$ cat src/rtl/mvm.sv
// Tiled signed matrix-vector multiplier: result[c] = sum_r vector[r] * matrix[r][c].
// Columns are processed in groups of TILING_ROW, each group consuming TILING_COL rows per cycle.
module mvm #(
  parameter int unsigned MATRIX_WIDTH      = 20,
  parameter int unsigned MATRIX_HEIGHT     = 5,
  parameter int unsigned VECTOR_CELL_WIDTH = 8,
  parameter int unsigned MATRIX_CELL_WIDTH = 8,
  parameter int unsigned TILING_ROW        = 1,
  parameter int unsigned TILING_COL        = 1,
  localparam int unsigned RESULT_WIDTH =
    VECTOR_CELL_WIDTH + MATRIX_CELL_WIDTH + $clog2(MATRIX_HEIGHT) + 1
) (
  input  logic                                                    clk,
  input  logic                                                    rst,
  input  logic                                                    start,
  input  logic [MATRIX_HEIGHT*VECTOR_CELL_WIDTH-1:0]              vector,
  input  logic [MATRIX_WIDTH*MATRIX_HEIGHT*MATRIX_CELL_WIDTH-1:0] matrix,
  output logic [MATRIX_WIDTH*RESULT_WIDTH-1:0]                    result,
  output logic                                                    valid
);

  localparam int unsigned VEC_BITS  = MATRIX_HEIGHT * VECTOR_CELL_WIDTH;
  localparam int unsigned MAT_BITS  = MATRIX_WIDTH * MATRIX_HEIGHT * MATRIX_CELL_WIDTH;
  localparam int unsigned PROD_W    = VECTOR_CELL_WIDTH + MATRIX_CELL_WIDTH;
  localparam int unsigned ROW_STEPS = (MATRIX_HEIGHT + TILING_COL - 1) / TILING_COL;
  localparam int unsigned GROUPS    = (MATRIX_WIDTH + TILING_ROW - 1) / TILING_ROW;
  localparam int unsigned RCW       = $clog2(ROW_STEPS + 1);
  localparam int unsigned GCW       = $clog2(GROUPS + 1);

  typedef enum logic {IDLE, BUSY} state_t;

  state_t                         state;
  logic [VEC_BITS-1:0]            vec_q;
  logic [MAT_BITS-1:0]            mat_q;
  logic [RCW-1:0]                 row_cnt;
  logic [GCW-1:0]                 grp_cnt;
  logic                           drain;
  logic signed [RESULT_WIDTH-1:0] acc [TILING_ROW];
  logic signed [RESULT_WIDTH-1:0] sum [TILING_ROW];
  logic [31:0]                    row_base;
  logic [31:0]                    col_base;
  logic                           row_last;
  logic                           grp_last;

  // One sign-extended product; cells outside the matrix contribute zero.
  function automatic logic signed [RESULT_WIDTH-1:0] mac_term(
    input logic [VEC_BITS-1:0] v,
    input logic [MAT_BITS-1:0] m,
    input int unsigned         r,
    input int unsigned         c
  );
    logic signed [VECTOR_CELL_WIDTH-1:0] a;
    logic signed [MATRIX_CELL_WIDTH-1:0] b;
    logic signed [PROD_W-1:0]            p;
    mac_term = '0;
    if (r < MATRIX_HEIGHT && c < MATRIX_WIDTH) begin
      a        = v[r*VECTOR_CELL_WIDTH +: VECTOR_CELL_WIDTH];
      b        = m[(r*MATRIX_WIDTH + c)*MATRIX_CELL_WIDTH +: MATRIX_CELL_WIDTH];
      p        = PROD_W'(a) * PROD_W'(b);
      mac_term = RESULT_WIDTH'(p);
    end
  endfunction

  // Partial sums for the current tile.
  always_comb begin
    row_base = 32'(row_cnt) * TILING_COL;
    col_base = 32'(grp_cnt) * TILING_ROW;
    row_last = (row_cnt == RCW'(ROW_STEPS - 1));
    grp_last = (grp_cnt == GCW'(GROUPS - 1));
    for (int unsigned i = 0; i < TILING_ROW; i++) begin
      sum[i] = acc[i];
      for (int unsigned j = 0; j < TILING_COL; j++) begin
        sum[i] = sum[i] + mac_term(vec_q, mat_q, row_base + j, col_base + i);
      end
    end
  end

  // drain marks the spare cycle between the last group write and the valid pulse.
  always_ff @(posedge clk or negedge rst) begin
    if (!rst) begin
      state   <= IDLE;
      valid   <= 1'b0;
      result  <= '0;
      vec_q   <= '0;
      mat_q   <= '0;
      row_cnt <= '0;
      grp_cnt <= '0;
      drain   <= 1'b0;
      for (int unsigned i = 0; i < TILING_ROW; i++) acc[i] <= '0;
    end else begin
      valid <= 1'b0;
      case (state)
        IDLE: begin
          if (start) begin
            vec_q   <= vector;
            mat_q   <= matrix;
            row_cnt <= '0;
            grp_cnt <= '0;
            drain   <= 1'b0;
            for (int unsigned i = 0; i < TILING_ROW; i++) acc[i] <= '0;
            state   <= BUSY;
          end
        end
        BUSY: begin
          if (drain) begin
            valid <= 1'b1;
            drain <= 1'b0;
            state <= IDLE;
          end else if (row_last) begin
            row_cnt <= '0;
            for (int unsigned i = 0; i < TILING_ROW; i++) begin
              acc[i] <= '0;
              if (col_base + i < MATRIX_WIDTH)
                result[(col_base + i)*RESULT_WIDTH +: RESULT_WIDTH] <= sum[i];
            end
            if (grp_last) drain <= 1'b1;
            else          grp_cnt <= grp_cnt + GCW'(1);
          end else begin
            row_cnt <= row_cnt + RCW'(1);
            for (int unsigned i = 0; i < TILING_ROW; i++) acc[i] <= sum[i];
          end
        end
        default: state <= IDLE;
      endcase
    end
  end

endmodule

$ cat config.mk
export PLATFORM = sky130hd
export DESIGN_NAME = mvm
export DESIGN_NICKNAME = d
export VERILOG_FILES = /design/src/rtl/mvm.sv
export SDC_FILE = /design/constraint.sdc
export NUM_CORES = 2
export LEC_CHECK = 0
export CELL_PAD_IN_SITES_DETAIL_PLACEMENT = 2
export CELL_PAD_IN_SITES_GLOBAL_PLACEMENT = 2
export CORE_AREA = 2 2 482 484
export CTS_CLUSTER_DIAMETER = 100
export DETAILED_ROUTE_END_ITERATION = 10
export DIE_AREA = 0 0 484 486
export PLACE_DENSITY_LB_ADDON = 0.1
export SYNTH_ARGS = -nofsm -noshare
export SYNTH_HDL_FRONTEND = slang
export SYNTH_SLANG_ARGS = --single-unit
$ cat constraint.sdc
create_clock -name clk -period 12.3 [get_ports clk]
set_clock_uncertainty 0.05 [all_clocks]
set_input_delay 3.075 -clock clk [delete_from_list [all_inputs] [get_ports clk]]
set_output_delay 3.075 -clock clk [all_outputs]
set_load 0.05 [all_outputs]
==> results.json <==
{
  "status": "finished clean",
  "drive_above_1_share": 0.115,
  "worstHoldStart": "mat_q[91]$_DFFE_PN0P_",
  "worstSetupStartpointType": "register",
  "yosys_warnings": 0,
  "clock_latency_ns": 0.84,
  "ys_ff_latch": 1271,
  "cts-root-buf": "clkbuf_16",
  "hpwl_microns": 243000,
  "clockBufferDepth": 3,
  "max_freq_ghz": 0.0861,
  "min_path_cells": 2,
  "grt.total_usage": 0.263,
  "hold_path_class": "reg -> reg",
  "core_sq_um": 229000,
  "multiInputGateArea_sq_um": 27600,
  "final-instance-count-excl-fill": 10600,
  "whs_ns": 0.418,
  "worst-slew-pin-transition_ns": 1.43,
  "dieArea_sq_um": 235000,
  "nFillCells": 24900,
  "path_class": "reg -> reg",
  "async_reset_ff_frac": 1.00,
  "slew-limit-headroom": 0.0423,
  "worst_setup_path_end_kind": "register",
  "start_util": 0.267,
  "ys_types": 100,
  "via_per_inst": 4.96,
  "numCtsBuffers": 162,
  "clk_pin_slew_worst_paths_ns": 0.06,
  "timing.final.crit_share": 0.945,
  "fp-row-count": 176,
  "syn_area_per_cell_sq_um": 9.81,
  "worst_path_largest_cell_delay_ns": 1.19,
  "critPathLaunch": "grp_cnt[2]$_DFFE_PN0P_",
  "crit_slowest_cell": "fa_4",
  "synth-main-ff-cell": "dfrtp_1",
  "drtIter0Drc": 3240,
  "grt_pass1_wl_microns": 444000,
  "post-route-min-period_ns": 11.62,
  "drt_pass1_iterations": 5,
  "antenna_found_initial": 153,
  "portBuffers": 1243,
  "die_x_microns": 484,
  "cap_violations": 0,
  "drt-wirelength-per-cell_microns": 29.6,
  "h-tree-depth": 4,
  "synth_area_sq_um": 61300,
  "rsz0062_at_grt": "false",
  "drc": 0,
  "hold_viol": 0,
  "gp_congestion": 0.888,
  "dieHeight_microns": 486,
  "synth-edff-count": 0,
  "first_global_vias": 57500,
  "dp_cells": 10300,
  "slew_violations": 0,
  "cts_tree": "built",
  "r2r_cells": 34,
  "tns_ns": 0,
  "crit_top_cell": "inv_1",
  "grt_overflow_total": 0,
  "arrival_ns": 12.28,
  "synth_nets": 7219,
  "critPathRequiredTime_ns": 12.96,
  "setup_violations": 0,
  "ff2ff_setup_slack_ns": 0.68,
  "utilization": 0.359,
  "reg2reg_to": "result[213]$_DFFE_PN0P_",
  "final_net_count": 8379,
  "drt_wl_total_microns": 313000,
  "worst-path-max-fanout": 27,
  "ios": 1244,
  "synth_cells": 6251,
  "grt_max_degree": 195,
  "hold_end": "mat_q[91]$_DFFE_PN0P_",
  "clock_sinks": 1271,
  "seq_area_frac_synth": 0.519,
  "num_vias": 52500,
  "antenna_left": 0,
  "regArea_sq_um": 31800,
  "areaGrowthSynthToFinish_pct": 34.5,
  "reg2reg_from": "grp_cnt[2]$_DFFE_PN0P_",
  "cts_setup_buffers": 0
}
## worst max-delay path: cells and delay by family, from the launching register on
kind	cells	cell delay, ns
compound gates	12	4.35
fa+ha+maj	9	4.11
buf+inv	6	0.66
mux	2	0.99
flops	1	0.53
simple gates	4	0.53
xor+xnor	1	0.20
## sequential cells by signal (all words and copies together) (netlist names)
name,flops
acc,20
drain,1
grp_cnt,5
mat_q,800
result,400
row_cnt,3
state,1
valid,1
vec_q,40
## placed cells by master, fill, tap and decap left out, drive strengths merged, types with 9 or more instances in the layout
cell	n
nand2	2675
dfrtp	1271
clkdlybuf4s50	1242
nor2	361
mux4	256
clkbuf	244
mux2	186
a21oi	178
inv	144
o21ai	105
buf	94
ha	67
nand3	61
fa	58
nor3	54
a31oi	43
mux2i	43
diode	32
clkinv	31
o31ai	29
o22ai	27
xnor2	25
a211oi	25
nor2b	21
o21a	20
a22o	16
and3	15
and2	15
nand2b	14
a21o	12
xor2	12
o211ai	11
o32a	11
or3	10
nor4	10
o22a	9
a2bb2oi	9
## synth_stat cells, types with 9 or more instances
library cell  number  area share
a31oi_1           42      0.0043
nand2b_1          14      0.0014
a21o_1            12      0.0015
clkbuf_1         243       0.015
buf_2             55      0.0045
dfrtp_1         1271        0.52
nor2b_1           21      0.0021
and3_1            15      0.0015
or3_1              9     0.00092
o22ai_1           27      0.0028
nor3_2             9      0.0015
mux2i_1           41      0.0067
nor3_1            42      0.0034
and2_1            14      0.0014
o22a_1             9      0.0013
nand2_1         2673        0.16
fa_1              58       0.019
o32a_1            11      0.0018
nor2_1           343       0.021
a21oi_1          172       0.014
nor2_2            17      0.0017
o31ai_1           29      0.0036
mux2_2           183       0.034
xnor2_1           25      0.0036
xor2_1            12      0.0017
nand3_1           61      0.0050
o21a_1            20      0.0024
o211ai_1          11      0.0013
o21ai_1           18      0.0015
buf_4             11      0.0013
buf_6             10      0.0018
mux4_2           256       0.094
buf_1             21      0.0013
a211oi_1          18      0.0022
a22o_1            16      0.0023
inv_1            135      0.0083
ha_1              67       0.014
o21ai_0           83      0.0068
## cell families (layout without fill, tap and decap cells)
logic type	Yosys count	after routing	synth area share
mux	485	485	0.136
fa+ha+maj	125	125	0.0326
simple gates	3272	3272	0.211
other cells	0	32	0
buf+inv	476	1756	0.0322
compound gates	583	583	0.0636
flops	1271	1271	0.519
xor+xnor	39	39	0.00604
## what timing repair did
item	in CTS	in global routing
hold buffers	0	0
gates resized for setup	0	2
setup endpoints to repair	0	9
## routing by layer
metal / GRT usage / vias up / share of wire
li1: - / 23100 / -
met4: 0.0875 / 120 / 0.037
met1: 0.308 / 27300 / 0.39
met5: 0 / - / 0.0024
met2: 0.469 / 1427 / 0.51
met3: 0.0646 / 548 / 0.057
## final cells by class
| class | count | area share |
|---|---|---|
| tap | 3026 | 0.0459 |
| timing repair buffer | 1336 | 0.163 |
| multi-input combinational | 4504 | 0.335 |
| clock inverter | 40 | 0.00498 |
| sequential | 1271 | 0.386 |
| antenna | 32 | 0.000972 |
| clock buffer | 244 | 0.0582 |
| inverter | 136 | 0.00619 |
## worst max-delay path by stage
stage                                    endpoint  cells past startpoint
final                     result[213]$_DFFE_PN0P_                     34
after CTS                 result[214]$_DFFE_PN0P_                     34
after floorplan           result[127]$_DFFE_PN0P_                     35
after global routing      result[213]$_DFFE_PN0P_                     35
after global placement    result[150]$_DFFE_PN0P_                     33
after detailed placement  result[214]$_DFFE_PN0P_                     33
## through the flow
step | instance area [sq um] | setup WS [ns]
finish | 82400 | 0.680
floorplan | 61300 | 2.91
CTS | 82300 | 0.463
detailed placement | 77100 | 0.532
global placement | 77100 | 0.764
global route | 82400 | 0.121
Power is not shown: default switching activity piles up to over one toggle a cycle in this logic, so the estimate is an artifact.
